$ cat config.mk
export PLATFORM = sky130hd
export DESIGN_NAME = hamming_enc_pipe
export DESIGN_NICKNAME = d
export VERILOG_FILES = /design/src/rtl/hamming_pkg.sv /design/src/rtl/hamming_pipe_stage.sv /design/src/rtl/hamming_enc_pipe.sv
export SDC_FILE = /design/constraint.sdc
export NUM_CORES = 1
export LEC_CHECK = 0
export ABC_AREA = 0
export BUFFER_PORTS_ARGS = -buffer_cell sky130_fd_sc_hd__buf_2
export CORE_MARGIN = 3
export CORE_UTILIZATION = 45
export DETAILED_ROUTE_END_ITERATION = 7
export PLACE_DENSITY = 0.78
export SLEW_MARGIN = 20
export SYNTH_ARGS = -nofsm -noshare
export SYNTH_HDL_FRONTEND = slang
export SYNTH_SLANG_ARGS = --single-unit
$ cat constraint.sdc
create_clock -name clk_i -period 1.95 [get_ports clk_i]
set_input_delay 0.195 -clock clk_i [delete_from_list [all_inputs] [get_ports clk_i]]
set_output_delay 0.195 -clock clk_i [all_outputs]
set_load 0.02 [all_outputs]
$ cat src/rtl/hamming_pkg.sv
// Shared SECDED Hamming layout helpers for hamming_enc_pipe and hamming_dec.
// Codeword positions: 0 = overall parity, powers of two = Hamming parity.
package hamming_pkg;

    localparam int MAX_POS = 64;

    function automatic int calc_m(input int k);
        int m;
        m = 0;
        for (int i = 1; i < 16; i++) begin
            if (m == 0 && (1 << i) >= i + k + 1) begin
                m = i;
            end
        end
        return m;
    endfunction

    function automatic bit is_pow2(input int idx);
        return (idx > 0) && ((idx & (idx - 1)) == 0);
    endfunction

    // Codeword position of data bit j: the j-th non-power-of-two index >= 1.
    function automatic int data_pos(input int j);
        int cnt;
        int pos;
        cnt = 0;
        pos = 0;
        for (int i = 1; i < MAX_POS; i++) begin
            if (!is_pow2(i)) begin
                if (cnt == j) begin
                    pos = i;
                end
                cnt++;
            end
        end
        return pos;
    endfunction

    function automatic bit covers(input int pos, input int p);
        return ((pos >> p) & 1) == 1;
    endfunction

    // Data-bit mask feeding Hamming parity bit p (position 2**p).
    function automatic logic [MAX_POS-1:0] par_mask(input int p, input int k);
        logic [MAX_POS-1:0] mask;
        mask = '0;
        for (int j = 0; j < MAX_POS; j++) begin
            if (j < k && covers(data_pos(j), p)) begin
                mask = mask | (64'd1 << j);
            end
        end
        return mask;
    endfunction

    // Output bit index of codeword position pos for the chosen parity placement.
    function automatic int out_idx(input int pos, input int n, input bit p0_lsb);
        if (p0_lsb) begin
            return pos;
        end
        return (pos == 0) ? n : pos - 1;
    endfunction

endpackage

$ cat src/rtl/hamming_pipe_stage.sv
// One valid/ready register slice; advances when empty or when downstream takes.
// Payload is cleared on reset so an idle output reads as zero.
module hamming_pipe_stage #(
    parameter int W = 8
) (
    input  logic         clk,
    input  logic         rst_n,
    input  logic         up_valid,
    output logic         up_ready,
    input  logic [W-1:0] up_data,
    output logic         dn_valid,
    input  logic         dn_ready,
    output logic [W-1:0] dn_data
);

    assign up_ready = !dn_valid || dn_ready;

    always_ff @(posedge clk or negedge rst_n) begin
        if (!rst_n) begin
            dn_valid <= 1'b0;
            dn_data  <= '0;
        end else if (up_ready) begin
            dn_valid <= up_valid;
            if (up_valid) begin
                dn_data <= up_data;
            end
        end
    end

endmodule

$ cat src/rtl/hamming_enc_pipe.sv
// Two-stage pipelined SECDED Hamming encoder with valid/ready handshake.
// Define HAMMING_ENC_ERR_INJ_EN to add the inj_en_i/inj_mask_i error injection ports.
module hamming_enc_pipe
    import hamming_pkg::*;
#(
    parameter int K      = 8,
    parameter bit P0_LSB = 1'b1,
    parameter int M      = calc_m(K),
    parameter int N      = M + K
) (
    input  logic         clk_i,
    input  logic         rst_ni,
    input  logic         valid_i,
    output logic         ready_o,
    input  logic [K-1:0] d_i,
    output logic         valid_o,
    input  logic         ready_i,
    output logic [N:0]   q_o,
`ifdef HAMMING_ENC_ERR_INJ_EN
    input  logic         inj_en_i,
    input  logic [N:0]   inj_mask_i,
`endif
    output logic [15:0]  cnt_o
);

`ifdef HAMMING_ENC_ERR_INJ_EN
    localparam int W1 = K + M + N + 2;
`else
    localparam int W1 = K + M;
`endif

    logic [M-1:0]  par;
    logic [W1-1:0] s1_in;
    logic [W1-1:0] s1_q;
    logic          s1_vld;
    logic          s1_rdy;
    logic [K-1:0]  s1_d;
    logic [M-1:0]  s1_par;
    logic [N:1]    cw_hi;
    logic [N:0]    cw;
    logic [N:0]    s2_pre;
    logic [N:0]    s2_in;
    logic [15:0]   cnt;

    for (genvar p = 0; p < M; p++) begin : g_par
        localparam logic [MAX_POS-1:0] PM = par_mask(p, K);
        assign par[p] = ^(d_i & PM[K-1:0]);
    end

`ifdef HAMMING_ENC_ERR_INJ_EN
    assign s1_in = {inj_en_i, inj_mask_i, par, d_i};
`else
    assign s1_in = {par, d_i};
`endif

    hamming_pipe_stage #(.W(W1)) u_s1 (
        .clk      (clk_i),
        .rst_n    (rst_ni),
        .up_valid (valid_i),
        .up_ready (ready_o),
        .up_data  (s1_in),
        .dn_valid (s1_vld),
        .dn_ready (s1_rdy),
        .dn_data  (s1_q)
    );

    assign s1_d   = s1_q[K-1:0];
    assign s1_par = s1_q[K+M-1:K];

    for (genvar j = 0; j < K; j++) begin : g_dat
        localparam int P = data_pos(j);
        assign cw_hi[P] = s1_d[j];
    end

    for (genvar p = 0; p < M; p++) begin : g_pbit
        assign cw_hi[1 << p] = s1_par[p];
    end

    assign cw = {cw_hi, ^cw_hi};

    for (genvar i = 0; i <= N; i++) begin : g_map
        localparam int O = out_idx(i, N, P0_LSB);
        assign s2_pre[O] = cw[i];
    end

    // Injection mask is applied in q_o bit order, after parity generation.
`ifdef HAMMING_ENC_ERR_INJ_EN
    assign s2_in = s1_q[W1-1] ? (s2_pre ^ s1_q[K+M+N:K+M]) : s2_pre;
`else
    assign s2_in = s2_pre;
`endif

    hamming_pipe_stage #(.W(N + 1)) u_s2 (
        .clk      (clk_i),
        .rst_n    (rst_ni),
        .up_valid (s1_vld),
        .up_ready (s1_rdy),
        .up_data  (s2_in),
        .dn_valid (valid_o),
        .dn_ready (ready_i),
        .dn_data  (q_o)
    );

    always_ff @(posedge clk_i or negedge rst_ni) begin
        if (!rst_ni) begin
            cnt <= '0;
        end else if (valid_o && ready_i && cnt != 16'hFFFF) begin
            cnt <= cnt + 16'd1;
        end
    end

    assign cnt_o = cnt;

endmodule

==> results of run 1 <==
[worst max-delay path, delay by kind of cell (launching register included)]
| family | cells | cell delay (ps) |
|---|---|---|
| AOI/OAI and AO/OA | 1 | 210 |
| adders and majority gates | 1 | 250 |
| buffers and inverters | 1 | 180 |
| DFF | 1 | 430 |
| muxes | 1 | 310 |
| and+or+nand+nor | 1 | 220 |
[cell type report]
type	instances	area share, %
well taps	50	2.648
repair buffers	46	10.28
clock inverters	1	0.2119
flip-flops and latches	43	45.55
clock buffers	6	3.496
multi-input cells	108	37.82
[power breakdown]
group	internal [mW]	leakage, nW	switching (mW)	total (mW)
sequential	1.09	0.531	0.167	1.25
combinational	0.405	0.493	0.462	0.867
clock	0.278	0.0470	0.270	0.548
[state kept, by name, indices dropped and copies added, names as in the netlist]
| register | count |
|---|---|
| u_s1.dn_valid | 1 |
| u_s1.dn_data | 12 |
| u_s2.dn_valid | 1 |
| u_s2.dn_data | 13 |
| cnt_o | 16 |
[cell usage in the layout, fill, tap and decap left out, drive strengths merged, types with 4 or more instances in the layout]
| master | instances |
|---|---|
| nand2b | 4 |
| nand2 | 14 |
| o21ai | 5 |
| mux2 | 21 |
| dfrtp | 43 |
| buf | 45 |
| clkbuf | 6 |
| xnor2 | 30 |
| nand4 | 8 |
| xor2 | 5 |
| nand3 | 4 |
[stage by stage]
stage	hold WS (ps)	cell area (um2)	worst slack (ps)
after floorplan	-100.6	1991	262.4
after global placement	291.6	2265	306.1
after detailed placement	295.1	2265	252.6
after CTS	138.9	2362	218.9
after global routing	126.9	2362	165.1
final	141.2	2362	231.7
[logic make-up after synthesis]
family,synth area share (%)
compound gates,3.080
xor+xnor,16.53
fa+ha+maj,0.6284
buf+inv,1.068
flops,54.05
mux,12.38
simple gates,12.26
[final timing paths]
check,startpoint,end,slack [ps],cells after the start
hold reg to reg,u_s2.dn_data[1],u_s2.dn_data[1],490,1
setup reg to reg,cnt_o[0],cnt_o[1],230,5
setup / recovery,cnt_o[0],cnt_o[1],230,5
hold / removal,valid_i,u_s1.dn_valid,140,2
min in group asynchronous,rst_ni,cnt_o[10],530,3
max in group asynchronous,rst_ni,u_s1.dn_data[4],1060,3
[metal layers]
metal / vias up / GRT usage, %
li1: 633 / -
met1: 638 / 21.32
met2: 21 / 24.57
met3: 2 / 5.125
met4: 0 / 4.303
met5: - / 0
[timing repair]
item | CTS | global route
hold buffers | 1 | 0
hold endpoints to repair | 43 | 0
setup endpoints to repair | 0 | 0
==> run summary, run 1 <==
status: finished clean
gr ovfl total: 0
synth unique cells: 26
share of layout cells above drive strength 1: 28.43%
HP Class: in2reg
via count: 1294
Placed Cells: 246
Worst EP required: 2120 ps
Mapped Area: 1991 um2
crit path kind: reg2reg
wl on met1: 1.655 mm
crit-path cells: ha_1, and4_4, a41oi_4, buf_4, mux2_1
final hold violations: 0
Buffers on Ports: 42
ys flop type: dfrtp_1
Slew @ Worst Pin: 596.4 ps
drt first pass iters: 4
DRC viols: 0
fin crit share: 88.12%
largest net degree at the start of global routing: 44
Inserted Clock Buffers: 5
top-area cell type share of the netlist area: 54.05%
H-tree depth: 2
worst skew pair latency: 280 ps
post-synthesis sequential area ratio: 54.05%
top-level I/O count: 43
area leader, netlist: dfrtp_1
YS warnings: 0
clk buf depth: 2
synth cell count leaders: 43 x dfrtp_1, 30 x xnor2_1, 21 x mux2_1, 13 x nand2_1, 8 x nand4_1
final RePlAce weighted congestion: 0.8365
starting density of the core: 48.04%
# rows: 23
fraction of registers with async set or reset after synthesis: 100.0%
CTS root buf: clkbuf_8
Resized cells post-CTS: 0
Final Non-Filler Cells: 254
Max Transition Viols Final: 0
gr usage total: 15.77%
setup bufs post-CTS: 0
number of synthesized flops with an enable pin: 0
crit start category: register
# setup viols final: 0
Max Freq: 0.5820 GHz
initial antenna violation count: 0
Final Power: 2.667 mW
Worst path max stage delay: 430 ps
most common cell in the netlist: dfrtp_1
first-pass GRT wire length: 6.403 mm
fin util: 57.00%
Worst Setup End Kind: register
Max FO, Critical Path: 7
synthesized instance count: 154
Critical-path top delay cell: dfrtp_1
CP Data Arrival Time: 1890 ps
Max VDD drop: 0.0006310 V
multi-input logic area: 893.4 um2
Die Y: 72.51 um
sequential cell area: 1076 um2
routed len/inst: 14.41 um
Static Leakage: 1.071 nW
Slew headroom: 60.14%
DR WL met2: 1.837 mm
# diodes: 0
Initial DRC Count: 70
core box area: 4144 um2
synthesized area per cell: 12.93 um2
Seq cells post-synth: 43
die area: 5258 um2
Area Overhead vs Synth: 18.67%
biggest area contributors in the synthesized netlist: dfrtp_1 54%, xnor2_1 13%, mux2_1 12%
clock sink count: 43
Layout fillers: 387
unrepaired setup endpoints after global routing: no
CTS tree: yes
Fin Setup TNS: 0 ps
number of routed nets with antenna violations: 0
Clk pin slew, worst setup/hold paths: 80 ps
Die Wd: 72.51 um
final wirelength: 3.659 mm
Max Clock Skew: 6.578 ps
syn nets: 167
Via density: 5.094
dpl hpwl: 2.731 mm
MaxCap Viol Count: 0
Post-layout nets: 217
Final Critical Period: 1718 ps
DR top layer: met4
WL met3: 138 um
vias in the first global route: 1385
pwr dens: 1129 nW/um2
Note: power is estimated with default switching activity, not from simulation.
==> run 2: changes to the inputs <==
--- a/config.mk
+++ b/config.mk
@@ -6,7 +6,9 @@
 export NUM_CORES = 1
 export LEC_CHECK = 0
 export ABC_AREA = 0
-export BUFFER_PORTS_ARGS = -buffer_cell sky130_fd_sc_hd__buf_2
+export BUFFER_PORTS_ARGS = -buffer_cell sky130_fd_sc_hd__buf_4
+export CAP_MARGIN = 40
+export CORE_ASPECT_RATIO = 0.9
 export CORE_MARGIN = 3
 export CORE_UTILIZATION = 45
 export DETAILED_ROUTE_END_ITERATION = 7
==> run summary, run 2 (synthesis gave the netlist of run 1 again) <==
largest net degree at the start of global routing: 44
# setup viols final: 0
routed len/inst: 13.27 um
die area: 5259 um2
first-pass GRT wire length: 5.851 mm
Area Overhead vs Synth: 24.07%
unrepaired setup endpoints after global routing: no
final setup margin: 168.1 ps
Max FO, Critical Path: 12
Layout fillers: 346
gr ovfl total: 0
Final Power: 2.798 mW
reg-to-reg startpoint: cnt_o[0]
Max VDD drop: 0.0006213 V
Via density: 4.782
CP Data Arrival Time: 1950 ps
fin crit share: 91.38%
final hold violations: 0
fin util: 59.42%
Resized cells post-CTS: 0
Fin Setup TNS: 0 ps
Worst path max stage delay: 430 ps
crit-path cells: ha_1, and4_4, a41oi_4, mux2_1
commonest non-fill, non-tap cell in the layout: dfrtp_1
WHS Path Cells: 2
Buffers on Ports: 42
# diodes: 0
Initial DRC Count: 64
dpl hpwl: 2.623 mm
sequential cell area: 1076 um2
Slew @ Worst Pin: 596.5 ps
commonest non-fill, non-tap cells in the layout: 43 x dfrtp_1, 42 x buf_4, 30 x xnor2_1
crit start category: register
Top delay family on crit path: flip-flops
# rows: 22
starting density of the core: 47.89%
share of layout cells above drive strength 1: 27.23%
multi-input logic area: 893.4 um2
via count: 1253
Final Critical Period: 1782 ps
Inserted Clock Buffers: 5
initial antenna violation count: 0
HP Class: in2reg
clk buf depth: 2
number of routed nets with antenna violations: 0
Buffers & Inverters on Critical Path: 0
max reg flops: 16
Clk pin slew, worst setup/hold paths: 70 ps
drt first pass iters: 4
top-level I/O count: 43
DRC viols: 0
Max Transition Viols Final: 0
status: finished clean
final wirelength: 3.477 mm
MaxCap Viol Count: 0
Placed Cells: 253
Worst EP required: 2120 ps
worst hold start: valid_i
crit path kind: reg2reg
CTS root buf: clkbuf_8
gr usage total: 13.71%
R2R setup slack: 170 ps
Final Non-Filler Cells: 262
reg2reg end: cnt_o[1]
Critical-path top delay cell: dfrtp_1
CTS tree: yes
Worst Setup End Kind: register
Min-Delay Endpoint: u_s1.dn_valid
pwr dens: 1133 nW/um2
Slew headroom: 60.14%
R2R cell count: 4
vias in the first global route: 1233
Die Wd: 76.11 um
core box area: 4156 um2
Post-layout nets: 214
Die Y: 69.10 um
worst skew pair latency: 280 ps
dpl ws: 170.4 ps
Max Freq: 0.5612 GHz
Static Leakage: 1.086 nW
Max Clock Skew: 3.083 ps
final RePlAce weighted congestion: 0.8276
clock sink count: 43
H-tree depth: 2
[run 2: changes by cell type in the layout (fill, tap and decap cells not counted), sizes merged]
cell	previous run	this run
clkinv	1	0
clkbuf	6	8
buf	45	42
[run 2: how the worst max path moves through the flow]
stage,to,from,slack [ps],depth (start not counted)
CTS,cnt_o[1],cnt_o[0],170,4
global route,cnt_o[15],cnt_o[0],50,5
floorplan,cnt_o[9],cnt_o[0],260,6
finish,cnt_o[1],cnt_o[0],170,4
detailed placement,cnt_o[1],cnt_o[0],170,4
global placement,cnt_o[1],cnt_o[0],230,4
[run 2: through the flow]
step                      hold slack (ps)  area [um2]
final                               129.8        2470
after detailed placement            217.2        2360
after global routing                113.9        2470
after global placement              213.8        2360
after CTS                           120.6        2470
after floorplan                    -100.6        1991
[run 2: repair_timing]
item	in CTS	in global routing
hold buffers	1	0
setup buffers	0	0
endpoints found under the hold margin	43	0
[run 2: cell type report]
| class | count | share of cell area [%] |
|---|---|---|
| flip-flops and latches | 43 | 43.57 |
| multi-input cells | 108 | 36.17 |
| repair buffers | 43 | 13.17 |
| clock buffers | 8 | 4.053 |
| well taps | 60 | 3.040 |
[run 2: per-layer routing]
layer | track usage [%] | up-vias | part of all wire, %
li1 | - | 627 | -
met1 | 18.93 | 599 | 48
met2 | 21.16 | 23 | 47
met3 | 3.133 | 4 | 3.6
met4 | 5.231 | 0 | 1.0
met5 | 0 | - | 0
[run 2: power by group]
part	switching (mW)	leakage (nW)	internal [mW]
Sequential	0.171	0.531	1.09
Combinational	0.456	0.503	0.487
Clock	0.275	0.0515	0.323
Total	0.902	1.09	1.90
